File: src/rtl/msrv32_instr_fetch.sv
// ---------------------------------------------------------------------------
// msrv32_instr_fetch
//
// Instruction fetch stage for a 32-bit RISC-V pipeline. It keeps at most one
// request outstanding to instruction memory and presents fetched words to the
// decoder through registered outputs.
//
// Stall handling:
//   A one-entry skid buffer catches a word that arrives while the decoder is
//   stalled.
//
// Redirect handling:
//   Branch redirects take priority over everything else. When a redirect
//   arrives while a request is still in flight, that request is drained and
//   its data is discarded before the new target is fetched.
//
// Ports
//   ms_riscv32_mp_clk_in  : sole clock, rising edge
//   ms_riscv32_mp_rst_in  : synchronous active-high reset
//   stall_in              : decoder cannot take a new instruction
//   branch_taken_in       : redirect request (sampled every cycle)
//   branch_target_in      : redirect address
//   imem_req_out          : instruction memory request
//   imem_addr_out         : request address
//   imem_ack_in           : memory response valid (only while request is high)
//   imem_rdata_in         : returned instruction word
//   instr_out / pc_out    : instruction and its address for the decoder
//   flush_out             : instr_out is not a valid instruction
// ---------------------------------------------------------------------------
module msrv32_instr_fetch #(
  parameter int                 WIDTH     = 32,
  parameter logic [WIDTH-1:0]   BOOT_ADDR = '0
) (
  input  logic             ms_riscv32_mp_clk_in,
  input  logic             ms_riscv32_mp_rst_in,
  input  logic             stall_in,
  input  logic             branch_taken_in,
  input  logic [WIDTH-1:0] branch_target_in,
  output logic             imem_req_out,
  output logic [WIDTH-1:0] imem_addr_out,
  input  logic             imem_ack_in,
  input  logic [WIDTH-1:0] imem_rdata_in,
  output logic [WIDTH-1:0] instr_out,
  output logic [WIDTH-1:0] pc_out,
  output logic             flush_out
);

  // addi x0, x0, 0
  localparam logic [WIDTH-1:0] NOP  = WIDTH'(32'h0000_0013);
  localparam logic [WIDTH-1:0] STEP = WIDTH'(4);

  // FETCH : request outstanding at fetch_pc
  // HOLD  : skid buffer full, waiting for the decoder, no request
  // DRAIN : stale request in flight; its data is dropped, then fetch target_q
  typedef enum logic [1:0] {
    FETCH = 2'd0,
    HOLD  = 2'd1,
    DRAIN = 2'd2
  } state_t;

  state_t state, state_next;

  logic [WIDTH-1:0] fetch_pc,   fetch_pc_next;
  logic [WIDTH-1:0] target_q,   target_next;
  logic [WIDTH-1:0] instr_q,    instr_next;
  logic [WIDTH-1:0] pc_q,       pc_next;
  logic [WIDTH-1:0] skid_instr, skid_instr_next;
  logic [WIDTH-1:0] skid_pc,    skid_pc_next;
  logic             valid_q,    valid_next;

  // An ack only means something while a request is actually being driven.
  logic ack;
  assign ack = imem_ack_in & imem_req_out;

  // -------------------------------------------------------------------------
  // State register
  // -------------------------------------------------------------------------
  always_ff @(posedge ms_riscv32_mp_clk_in) begin
    if (ms_riscv32_mp_rst_in) begin
      state <= FETCH;
    end else begin
      state <= state_next;
    end
  end

  // -------------------------------------------------------------------------
  // Next-state logic
  // -------------------------------------------------------------------------
  always_comb begin
    state_next = state;
    case (state)
      FETCH: begin
        if (branch_taken_in) begin
          // Without an ack the old request is still in flight and must drain.
          state_next = ack ? FETCH : DRAIN;
        end else if (ack && stall_in && valid_q) begin
          state_next = HOLD;
        end
      end
      HOLD: begin
        if (branch_taken_in || !stall_in) begin
          state_next = FETCH;
        end
      end
      DRAIN: begin
        if (ack) begin
          state_next = FETCH;
        end
      end
      default: state_next = FETCH;
    endcase
  end

  // -------------------------------------------------------------------------
  // Output logic: the request is dropped only while the skid is full; in
  // DRAIN the stale address stays on the bus until memory acknowledges it.
  // -------------------------------------------------------------------------
  always_comb begin
    imem_req_out  = (state != HOLD);
    imem_addr_out = fetch_pc;
  end

  assign instr_out = instr_q;
  assign pc_out    = pc_q;
  assign flush_out = ~valid_q;

  // -------------------------------------------------------------------------
  // Datapath next values
  // -------------------------------------------------------------------------
  always_comb begin
    fetch_pc_next   = fetch_pc;
    target_next     = target_q;
    instr_next      = instr_q;
    pc_next         = pc_q;
    skid_instr_next = skid_instr;
    skid_pc_next    = skid_pc;
    valid_next      = valid_q;

    case (state)
      FETCH: begin
        if (branch_taken_in) begin
          valid_next = 1'b0;
          if (ack) begin
            // Returned word belongs to the wrong path; drop it.
            fetch_pc_next = branch_target_in;
          end else begin
            target_next = branch_target_in;
          end
        end else if (ack) begin
          fetch_pc_next = fetch_pc + STEP;
          if (stall_in && valid_q) begin
            // Decoder still holds a valid word: park the new one.
            skid_instr_next = imem_rdata_in;
            skid_pc_next    = fetch_pc;
          end else begin
            instr_next = imem_rdata_in;
            pc_next    = fetch_pc;
            valid_next = 1'b1;
          end
        end else if (!stall_in) begin
          // Decoder consumed the current word and nothing replaced it.
          valid_next = 1'b0;
        end
      end

      HOLD: begin
        if (branch_taken_in) begin
          // No request is in flight, so the target can be fetched at once.
          valid_next    = 1'b0;
          fetch_pc_next = branch_target_in;
        end else if (!stall_in) begin
          instr_next = skid_instr;
          pc_next    = skid_pc;
          valid_next = 1'b1;
        end
      end

      DRAIN: begin
        valid_next = 1'b0;
        if (branch_taken_in) begin
          target_next = branch_target_in;
        end
        if (ack) begin
          fetch_pc_next = branch_taken_in ? branch_target_in : target_q;
        end
      end

      default: begin
        valid_next = 1'b0;
      end
    endcase
  end

  // -------------------------------------------------------------------------
  // Datapath registers
  // -------------------------------------------------------------------------
  always_ff @(posedge ms_riscv32_mp_clk_in) begin
    if (ms_riscv32_mp_rst_in) begin
      fetch_pc   <= BOOT_ADDR;
      target_q   <= BOOT_ADDR;
      instr_q    <= NOP;
      pc_q       <= BOOT_ADDR;
      skid_instr <= NOP;
      skid_pc    <= BOOT_ADDR;
      valid_q    <= 1'b0;
    end else begin
      fetch_pc   <= fetch_pc_next;
      target_q   <= target_next;
      instr_q    <= instr_next;
      pc_q       <= pc_next;
      skid_instr <= skid_instr_next;
      skid_pc    <= skid_pc_next;
      valid_q    <= valid_next;
    end
  end

endmodule
File: config.mk
export PLATFORM = sky130hd
export DESIGN_NAME = msrv32_instr_fetch
export DESIGN_NICKNAME = d
export VERILOG_FILES = /design/src/rtl/msrv32_instr_fetch.sv
export SDC_FILE = /design/constraint.sdc
export NUM_CORES = 1
export LEC_CHECK = 0
export CAP_MARGIN = 10
export CORE_ASPECT_RATIO = 0.7
export CORE_UTILIZATION = 52
export DETAILED_ROUTE_END_ITERATION = 8
export GPL_TIMING_DRIVEN = 0
export PLACE_DENSITY = 0.78
export SLEW_MARGIN = 40
export SYNTH_ARGS = -nofsm -noshare
export SYNTH_HDL_FRONTEND = slang
export SYNTH_SLANG_ARGS = --single-unit
File: constraint.sdc
create_clock -name ms_riscv32_mp_clk_in -period 2.9 [get_ports ms_riscv32_mp_clk_in]
set_input_delay 0.29 -clock ms_riscv32_mp_clk_in [delete_from_list [all_inputs] [get_ports ms_riscv32_mp_clk_in]]
set_output_delay 0.29 -clock ms_riscv32_mp_clk_in [all_outputs]
set_load 0.05 [all_outputs]
## Word-level counts from Yosys, hierarchy flattened

Cells that the tools add are included.
W data, S select, Z words.

| cells by class | value |
|---|---|
| add/subtract/negate cells | 1 |
| eq/ne operators | 17 |
| multiplexer cells | 35 |
| bitwise logic cells | 3 |
| reduce and logical (&&, ||, !) cells | 15 |

Operator list:

| kind | number |
|---|---|
| $mux W32 | 18 |
| $pmux W32 S2 | 3 |
| $pmux W32 S3 | 1 |
| $add A32 B3 Y32 const B | 1 |
| $ne A2 B2 Y1 const B | 10 |
| $mux W2 | 5 |
| $reduce_and A3 Y1 | 3 |
| $ne A4 B4 Y1 const B | 2 |
| $reduce_and A4 Y1 | 2 |
| $mux W1 | 6 |
| $ne A3 B3 Y1 const B | 2 |
| $pmux W2 S3 | 1 |
| $reduce_and A6 Y1 | 1 |
| $reduce_bool A2 Y1 | 2 |
| $logic_and A1 B1 Y1 | 3 |
| $reduce_bool A3 Y1 | 1 |
| $eq A2 B1 Y1 const B | 1 |
| $eq A2 B2 Y1 const B | 1 |
| $logic_not A2 Y1 | 1 |
| $ne A2 B1 Y1 const B | 1 |
| $not A1 Y1 | 2 |
| $pmux W1 S2 | 1 |
| $and A1 B1 Y1 | 1 |
| $logic_not A1 Y1 | 1 |
| $logic_or A1 B1 Y1 | 1 |

| storage, ports and cells | value |
|---|---|
| register bits after elaboration | 195 |
| bits of input ports | 69 |
| output and inout port bits | 98 |
| word-level logic and storage cells | 79 |

## Longest topological paths before layout

Gate-level depths: netlist (run 1).

| depth | value |
|---|---|
| depth after elaboration | 7 |
| depth in mapped cells | 11 |
| mapped depth without buffers | 7 |

## Least setup slack after synthesis (run 1)

No wires, ideal clock.

| timing | value |
|---|---|
| path type | flip-flop to flip-flop |
| start | reg fetch_pc[9], in the netlist imem_addr_out[9] |
| end | reg fetch_pc[29], in the netlist imem_addr_out[29] |
| setup time | 0.074 ns |
| data arrival time | 2.214 ns |
| data required time | 2.826 ns |
| slack | 0.612 ns |
| cell stages (with the launch flop) | 7 |
| path buffers | 1 |
| clock period less this slack | 2.288 ns |
| cells stage by stage | dfxtp_1 buf_4 nand3_1 nor3_2 nand3_1 or4b_1 a31oi_1 |

| between the ends | value |
|---|---|
| word-level cells in the longest chain between the ends | 4 |

Ends and longest elaborated chain:

| element | RTL line | source |
|---|---|---|
| start: declaration | 63 | `logic [WIDTH-1:0] fetch_pc, fetch_pc_next;` |
| start signal: assignment | 207 | `fetch_pc <= fetch_pc_next;` |
| $add A32 B3 Y32 | 150 | `fetch_pc_next = fetch_pc + STEP;` |
| $mux W32 | 149 | `end else if (ack) begin` |
| $mux W32 | 141 | `if (branch_taken_in) begin` |
| $pmux W32 S3 | 139 | `case (state)` |

Every way passes these cells. The select of a mux whose other input is x is not followed.
A chain may end at the register's enable or synchronous reset.

## Worst setup path after layout (run 1)

| timing | value |
|---|---|
| start | reg state[0] |
| end | reg fetch_pc[12], in the netlist imem_addr_out[12] |

| between the ends | value |
|---|---|
| word-level cells in the longest chain between the ends | 4 |
| elaborated cells between the ends (all ways) | 11 |
| those cells by class | 6 x eq/ne; 1 x mux; 1 x bitwise; 3 x reduce/logical |

Ends and longest elaborated chain:

| element | RTL line | source |
|---|---|---|
| start: declaration | 61 | `state_t state, state_next;` |
| start signal: assignment | 82 | `state <= state_next;` |
| $ne A2 B1 Y1 | 119 | `imem_req_out = (state != HOLD);` |
| $and A1 B1 Y1 | 73 | `assign ack = imem_ack_in & imem_req_out;` |
| $ne A2 B2 Y1 (no line) | - |  |
| $reduce_and A4 Y1 (no line) | - |  |

Several ways; a longest one is shown, not always the timed one.

==> impl_metrics.tcl, run 1 <==
set metrics [dict create \
    cts.sinks 195 \
    fmax_mhz 357.1 \
    place_inst 1490 \
    synth_top_cell_by_area "dfxtp_1" \
    cts_buffer_depth 2 \
    power_density_nw_per_um2 586.9 \
    ys_ff_latch 195 \
    postCtsHoldBufs 0 \
    synth_top_area_frac 0.4383 \
    grt_usage 0.3173 \
    ant_nets 0 \
    cts_buffers 17 \
    htreeDepth 4 \
    overflow 0 \
    rr_worst_depth 9 \
    die-area_um2 17660 \
    yosysSeqAreaShare 0.4383 \
    slowest_stage "o311ai_4" \
    cp.depth 9 \
    cap_violations 0 \
    initial_core_util 0.5385 \
    wl_um 27980 \
    synth.area.top_cells "dfxtp_1 (44%), nand2_1 (9.6%), a21oi_1 (7.7%), mux2i_1 (7.4%), a211oi_1 (6.0%)" \
    drive_gt1_frac 0.05783 \
    die_y_um 111.5 \
    drc 0 \
    cp-end-kind "register" \
    worstPathArrival_ns 3.14 \
    place_hpwl_um 20010 \
    grt_pass1_vias 8025 \
    synthCells 1101 \
    place.gp.congestion 0.9418 \
    finalCritPeriodShare 0.9655 \
    syn_area_um2 8907 \
    antenna_cells 0 \
    cpLargestDelayFamily "buffers and inverters" \
    holdPathStages 3 \
    cp_max_fo 10 \
    syn2layout_area_growth_pct 28.11 \
    hold_violations 0 \
    start_kind "register" \
    fin_cells 1522 \
    drtIter0Drc 1054 \
    syn_nets 1174 \
    grt_max_degree 20 \
    fin_nets 1357 \
    die_w_um 158.4 \
    clock-skew-final_ns 0.01169 \
    yosysUniqueCellTypes 64 \
    antenna_found_initial 0 \
    clk_pin_slew_ns 0.07 \
    required_ns 3.24 \
    drv_slew 0 \
    outcome "finished, final reports clean" \
    p_leak_nw 3.770 \
    io_pins 167 \
    tritoncts "built" \
    synth-main-ff-cell "dfxtp_1" \
    crit_type "reg2reg" \
    relSlewSlack 0.4405 \
    final_core_util 0.6898 \
    setup_viol 0 \
    grt_pass1_wl_um 43390 \
    synth_edf_count 0 \
    slowest_delay_ns 0.56 \
    irDropWorstVdd_mv 0.3704 \
    design.core.area_um2 16540 \
    avgSynthCellArea_um2 8.090 \
    rsz0062_at_grt "false" \
    viasPerCell 5.922 \
    hp-class "in2reg" \
    port_buffers 164 \
    min_period_ns 2.800 \
    wl_per_cell_um 18.38 \
    crit_buf_inv 4 \
    cts_root_buf "clkbuf_16" \
    path_cells "inv_1, ha_1, buf_2, or2_1, buf_6, o311ai_4, clkbuf_1, o21ai_0, o211a_1" \
    vias 9014 \
    worst_slew_pin_slew_ns 0.8305 \
    num_rows 39 \
    insertion_delay_ns 0.45 \
    async_reset_ff_frac 0 \
    synth_warnings 0 \
    dr.pass1.iters 7 \
]
[state kept, by name, summed over array words and instances (netlist names)]
signal,count
skid_pc,32
imem_addr_out,32
target_q,32
state,2
skid_instr,32
instr_out,32
pc_out,32
valid_q,1
[area by class of cell]
class                   instances  area [um2]
fillers                      1343        5131
multi-input cells             794        4534
flip-flops and latches        195        3904
repair buffers                164        1642
plain buffers                 100       434.2
clock buffers                  17       425.4
well taps                     225       281.5
clock inverters                15       145.1
inverters                      12       45.04
[placed cells by master, fill, tap and decap left out, drive strengths merged, types with 10 or more instances in the layout]
cell type      synthesis  layout
nand2                227     227
dfxtp                195     195
clkdlybuf4s50          0     164
a21oi                137     137
nor2                  88      88
clkbuf                69      86
a211oi                71      71
mux2i                 66      66
buf                   31      31
o21ai                 26      26
nand3                 25      25
inv                   12      19
nor3                  13      13
a22oi                 11      11
nand4                 10      10
[metrics by stage]
stage / setup WS [ns] / hold WS (ns) / power (mW) / TNS [ns] / area [um2]
after floorplan: 0.6116 / 0.4142 / 3.887 / 0 / 8907
after CTS: 0.05605 / 0.3638 / 6.684 / 0 / 11410
after detailed placement: -0.006064 / 0.4461 / 4.430 / -0.008236 / 10830
after global routing: 0.05080 / 0.4090 / 6.925 / 0 / 11410
final: 0.09992 / 0.3709 / 6.697 / 0 / 11410
after global placement: -0.05998 / 0.4413 / 4.414 / -0.05998 / 10830
[power breakdown]
| part | leakage (nW) | switching (mW) | internal, mW |
|---|---|---|---|
| clock | 0.268 | 1.16 | 1.14 |
| combinational | 1.91 | 0.939 | 0.506 |
| sequential | 1.59 | 0.131 | 2.82 |
[layer usage]
layer / routed length, um / vias to the layer above / GRT usage
met5: 0 / - / 0
met4: 625 / 0 / 0.1026
met3: 3153 / 56 / 0.06617
met2: 11850 / 495 / 0.4675
met1: 12350 / 4196 / 0.4594
li1: - / 4267 / -
[worst reg2reg max path, cell delays in order, from the launching register on]
cell	delay (ns)
dfxtp_1	0.42
inv_1	0.11
ha_1	0.20
buf_2	0.16
or2_1	0.22
buf_6	0.13
o311ai_4	0.56
clkbuf_1	0.54
o21ai_0	0.19
o211a_1	0.16
[worst paths after layout]
path	slack, ns	end	start
setup reg to reg	0.1	imem_addr_out[12]$_SDFFE_PP0P_	state[0]$_SDFFE_PP0P_
hold / removal	0.37	valid_q$_SDFFE_PP0P_	stall_in
hold reg to reg	0.45	skid_pc[4]$_SDFFE_PP0P_	skid_pc[4]$_SDFFE_PP0P_
setup / recovery	0.1	imem_addr_out[12]$_SDFFE_PP0P_	state[0]$_SDFFE_PP0P_
[kinds of logic (layout without fill, tap and decap cells)]
kind of cell / Yosys count / count (layout) / share of synthesized area
multiplexers: 67 / 67 / 0.07543
buffers and inverters: 112 / 308 / 0.05324
AO/OA/AOI/OAI: 314 / 314 / 0.2288
adder cells (fa/ha/maj): 4 / 4 / 0.005619
AND/OR/NAND/NOR: 404 / 404 / 0.1937
XOR/XNOR: 5 / 5 / 0.004917
flip-flops: 195 / 195 / 0.4383
[synth_stat cells, types with 2 or more instances]
| cell type | instances |
|---|---|
| nand3_1 | 25 |
| or2_2 | 2 |
| buf_6 | 3 |
| nand3b_1 | 2 |
| o32ai_1 | 2 |
| nor3_1 | 11 |
| a221o_1 | 5 |
| a32oi_1 | 3 |
| mux2i_1 | 66 |
| buf_1 | 8 |
| nand2b_1 | 4 |
| a22o_1 | 4 |
| dfxtp_1 | 195 |
| o21a_1 | 2 |
| nand4_1 | 10 |
| buf_4 | 2 |
| xor2_1 | 3 |
| a21o_1 | 7 |
| xnor2_1 | 2 |
| a31o_2 | 5 |
| and3_1 | 7 |
| o31a_1 | 2 |
| nor2b_1 | 5 |
| a31oi_1 | 9 |
| a22oi_1 | 11 |
| a211oi_1 | 71 |
| nor2_1 | 88 |
| and2_1 | 7 |
| o211a_1 | 2 |
| ha_1 | 4 |
| o31ai_1 | 3 |
| inv_1 | 12 |
| and4_1 | 6 |
| clkbuf_1 | 68 |
| o211ai_1 | 3 |
| a21oi_1 | 137 |
| nand2_1 | 227 |
| buf_2 | 18 |
| nor3_2 | 2 |
| o21ai_0 | 26 |
| a222oi_1 | 3 |
| or3_1 | 3 |
| a221oi_1 | 5 |
[what timing repair did]
action                     4_1_cts  5_1_grt
resized for setup                1        8
setup endpoints to repair        1       74
buffers inserted                 0        0
Note: power is estimated with default switching activity, not from simulation.
==> inputs of run 2 (changes only) <==
--- a/config.mk
+++ b/config.mk
@@ -8,6 +8,7 @@
 export CAP_MARGIN = 10
 export CORE_ASPECT_RATIO = 0.7
 export CORE_UTILIZATION = 52
+export CTS_CLUSTER_DIAMETER = 120
 export DETAILED_ROUTE_END_ITERATION = 8
 export GPL_TIMING_DRIVEN = 0
 export PLACE_DENSITY = 0.78
==> results of run 2 <==
Final layout, timing and power as in run 1 (identical DEF).
==> inputs of run 3 (changes only) <==
--- a/config.mk
+++ b/config.mk
@@ -11,7 +11,7 @@
 export CTS_CLUSTER_DIAMETER = 120
 export DETAILED_ROUTE_END_ITERATION = 8
 export GPL_TIMING_DRIVEN = 0
-export PLACE_DENSITY = 0.78
+export PLACE_DENSITY_LB_ADDON = 0.3
 export SLEW_MARGIN = 40
 export SYNTH_ARGS = -nofsm -noshare
 export SYNTH_HDL_FRONTEND = slang
==> impl_metrics.tcl, run 3 (synthesis gave the netlist of run 1 again) <==
set metrics [dict create \
    tritoncts "built" \
    drtIter0Drc 1201 \
    hold_violations 0 \
    cp-end-kind "register" \
    cap_violations 0 \
    grt_max_degree 17 \
    insertion_delay_ns 0.43 \
    crit_buf_inv 4 \
    fin_nets 1356 \
    antenna_found_initial 0 \
    postCtsHoldBufs 0 \
    initial_core_util 0.5385 \
    irDropWorstVdd_mv 0.4313 \
    port_buffers 164 \
    clk_pin_slew_ns 0.07 \
    multi_input_area_um2 4536 \
    ant_nets 0 \
    fin_cells 1519 \
    crit_type "reg2reg" \
    finalCritPeriodShare 0.9696 \
    antenna_cells 0 \
    place_inst 1490 \
    setup_slack_ns 0.08821 \
    place.gp.congestion 0.9569 \
    grt_usage 0.3173 \
    worstPathArrival_ns 3.14 \
    grt_pass1_vias 8083 \
    syn2layout_area_growth_pct 27.97 \
    grt_pass1_wl_um 43500 \
    die-area_um2 17660 \
    vias 9102 \
    cpLargestDelayFamily "buffers and inverters" \
    cts_setup_buffers 0 \
    cp.depth 9 \
    r2r_start "state[0]$_SDFFE_PP0P_" \
    wl_per_cell_um 18.51 \
    path_cells "inv_1, ha_1, buf_2, or2_1, buf_6, o311ai_4, clkbuf_1, o21ai_0, o211a_1" \
    num-fill-cells 1334 \
    slowest_stage "clkbuf_1" \
    overflow 0 \
    seqCellArea_um2 3904 \
    min_period_ns 2.812 \
    place_hpwl_um 20040 \
    setup_viol 0 \
    wl_um 28120 \
    slowest_delay_ns 0.57 \
    cts.sinks 195 \
    crit_path_start "state[0]$_SDFFE_PP0P_" \
    io_pins 167 \
    start_kind "register" \
    power_density_nw_per_um2 589.9 \
    clock-skew-final_ns 0.006439 \
    setup_tns_ns 0 \
    design.core.area_um2 16540 \
    viasPerCell 5.992 \
    outcome "finished, final reports clean" \
    post-place-ws_ns -0.1077 \
    layout_commonest_cell "nand2_1" \
    drc 0 \
    die_y_um 111.5 \
    drive_gt1_frac 0.05487 \
    rrSetupSlack_ns 0.09 \
    required_ns 3.22 \
    worst_slew_pin_slew_ns 0.8064 \
    rr_worst_depth 9 \
    num_rows 39 \
    r2r_end "imem_addr_out[12]$_SDFFE_PP0P_" \
    dr.pass1.iters 6 \
    cts_root_buf "clkbuf_16" \
    rsz0062_at_grt "false" \
    drv_slew 0 \
    cp_max_fo 10 \
    cts_buffer_depth 2 \
    die_w_um 158.4 \
    p_leak_nw 3.765 \
    fmax_mhz 355.6 \
    hp-class "in2reg" \
    cp-endpoint "imem_addr_out[12]$_SDFFE_PP0P_" \
    layout_common_cells "nand2_1 (227), dfxtp_1 (195), clkdlybuf4s50_1 (164), a21oi_1 (137), nor2_1 (88)" \
    final_core_util 0.6891 \
    htreeDepth 4 \
    relSlewSlack 0.4609 \
    cts_buffers 17 \
]
run 3: cell types whose count changed in the layout (fill, tap and decap cells not counted), moves of 2 or more:
cell,before,now
bufinv_16,0,2
inv_6,4,1
clkbuf_1,64,67
inv_8,3,0
clkinv_8,2,0
run 3: layout make-up:
| cell class | instances | share of cell area |
|---|---|---|
| multi-input combinational | 794 | 0.3979 |
| sequential | 195 | 0.3425 |
| timing repair buffer | 164 | 0.1440 |
| clock buffer | 22 | 0.03985 |
| buffer | 99 | 0.03787 |
| tap | 225 | 0.02470 |
| clock inverter | 8 | 0.009221 |
| inverter | 12 | 0.003952 |
run 3: worst reg2reg max path, cell delays in order (launching register included):
cell      delay, ns
dfxtp_1        0.41
inv_1          0.11
ha_1           0.20
buf_2          0.16
or2_1          0.22
buf_6          0.13
o311ai_4       0.54
clkbuf_1       0.57
o21ai_0        0.19
o211a_1        0.17
run 3: stage by stage:
step / area (um2) / hold slack, ns / power, mW
CTS: 11390 / 0.3662 / 6.700
global route: 11400 / 0.4345 / 6.935
finish: 11400 / 0.3922 / 6.723
floorplan: 8907 / 0.4142 / 3.887
detailed placement: 10830 / 0.4463 / 4.427
global placement: 10830 / 0.4411 / 4.407
run 3: how the worst min path moves through the flow:
| stage | from | to | slack, ns | cells after the start |
|---|---|---|---|---|
| 2_1_floorplan | imem_rdata_in[0] | skid_instr[0]$_SDFFE_PP1P_ | 0.41 | 2 |
| 3_3_place_gp | skid_pc[9]$_SDFFE_PP0P_ | skid_pc[9]$_SDFFE_PP0P_ | 0.44 | 2 |
| 3_5_place_dp | skid_instr[7]$_SDFFE_PP0P_ | skid_instr[7]$_SDFFE_PP0P_ | 0.45 | 2 |
| 4_1_cts | stall_in | valid_q$_SDFFE_PP0P_ | 0.37 | 3 |
| 5_1_grt | stall_in | valid_q$_SDFFE_PP0P_ | 0.43 | 3 |
| 6_report | stall_in | valid_q$_SDFFE_PP0P_ | 0.39 | 3 |
run 3: power breakdown:
part	switching (mW)	leakage [nW]	internal, mW
Combinational	0.941	1.91	0.506
Clock	1.03	0.263	1.29
Sequential	0.130	1.59	2.83
Total	2.10	3.77	4.62
run 3: layer usage:
metal / wire (um) / part of all wire / vias to the layer above / GRT usage
met4: 624 / 0.022 / 0 / 0.09679
met3: 3146 / 0.11 / 68 / 0.07591
met2: 11910 / 0.42 / 510 / 0.4687
met1: 12440 / 0.44 / 4273 / 0.4544
met5: 0 / 0 / - / 0
li1: - / - / 4251 / -
run 3: what timing repair did:
action                                  in CTS  in global routing
endpoints found under the setup margin       5                 29
pin swaps                                    0                  0
resized for setup                            1                 10
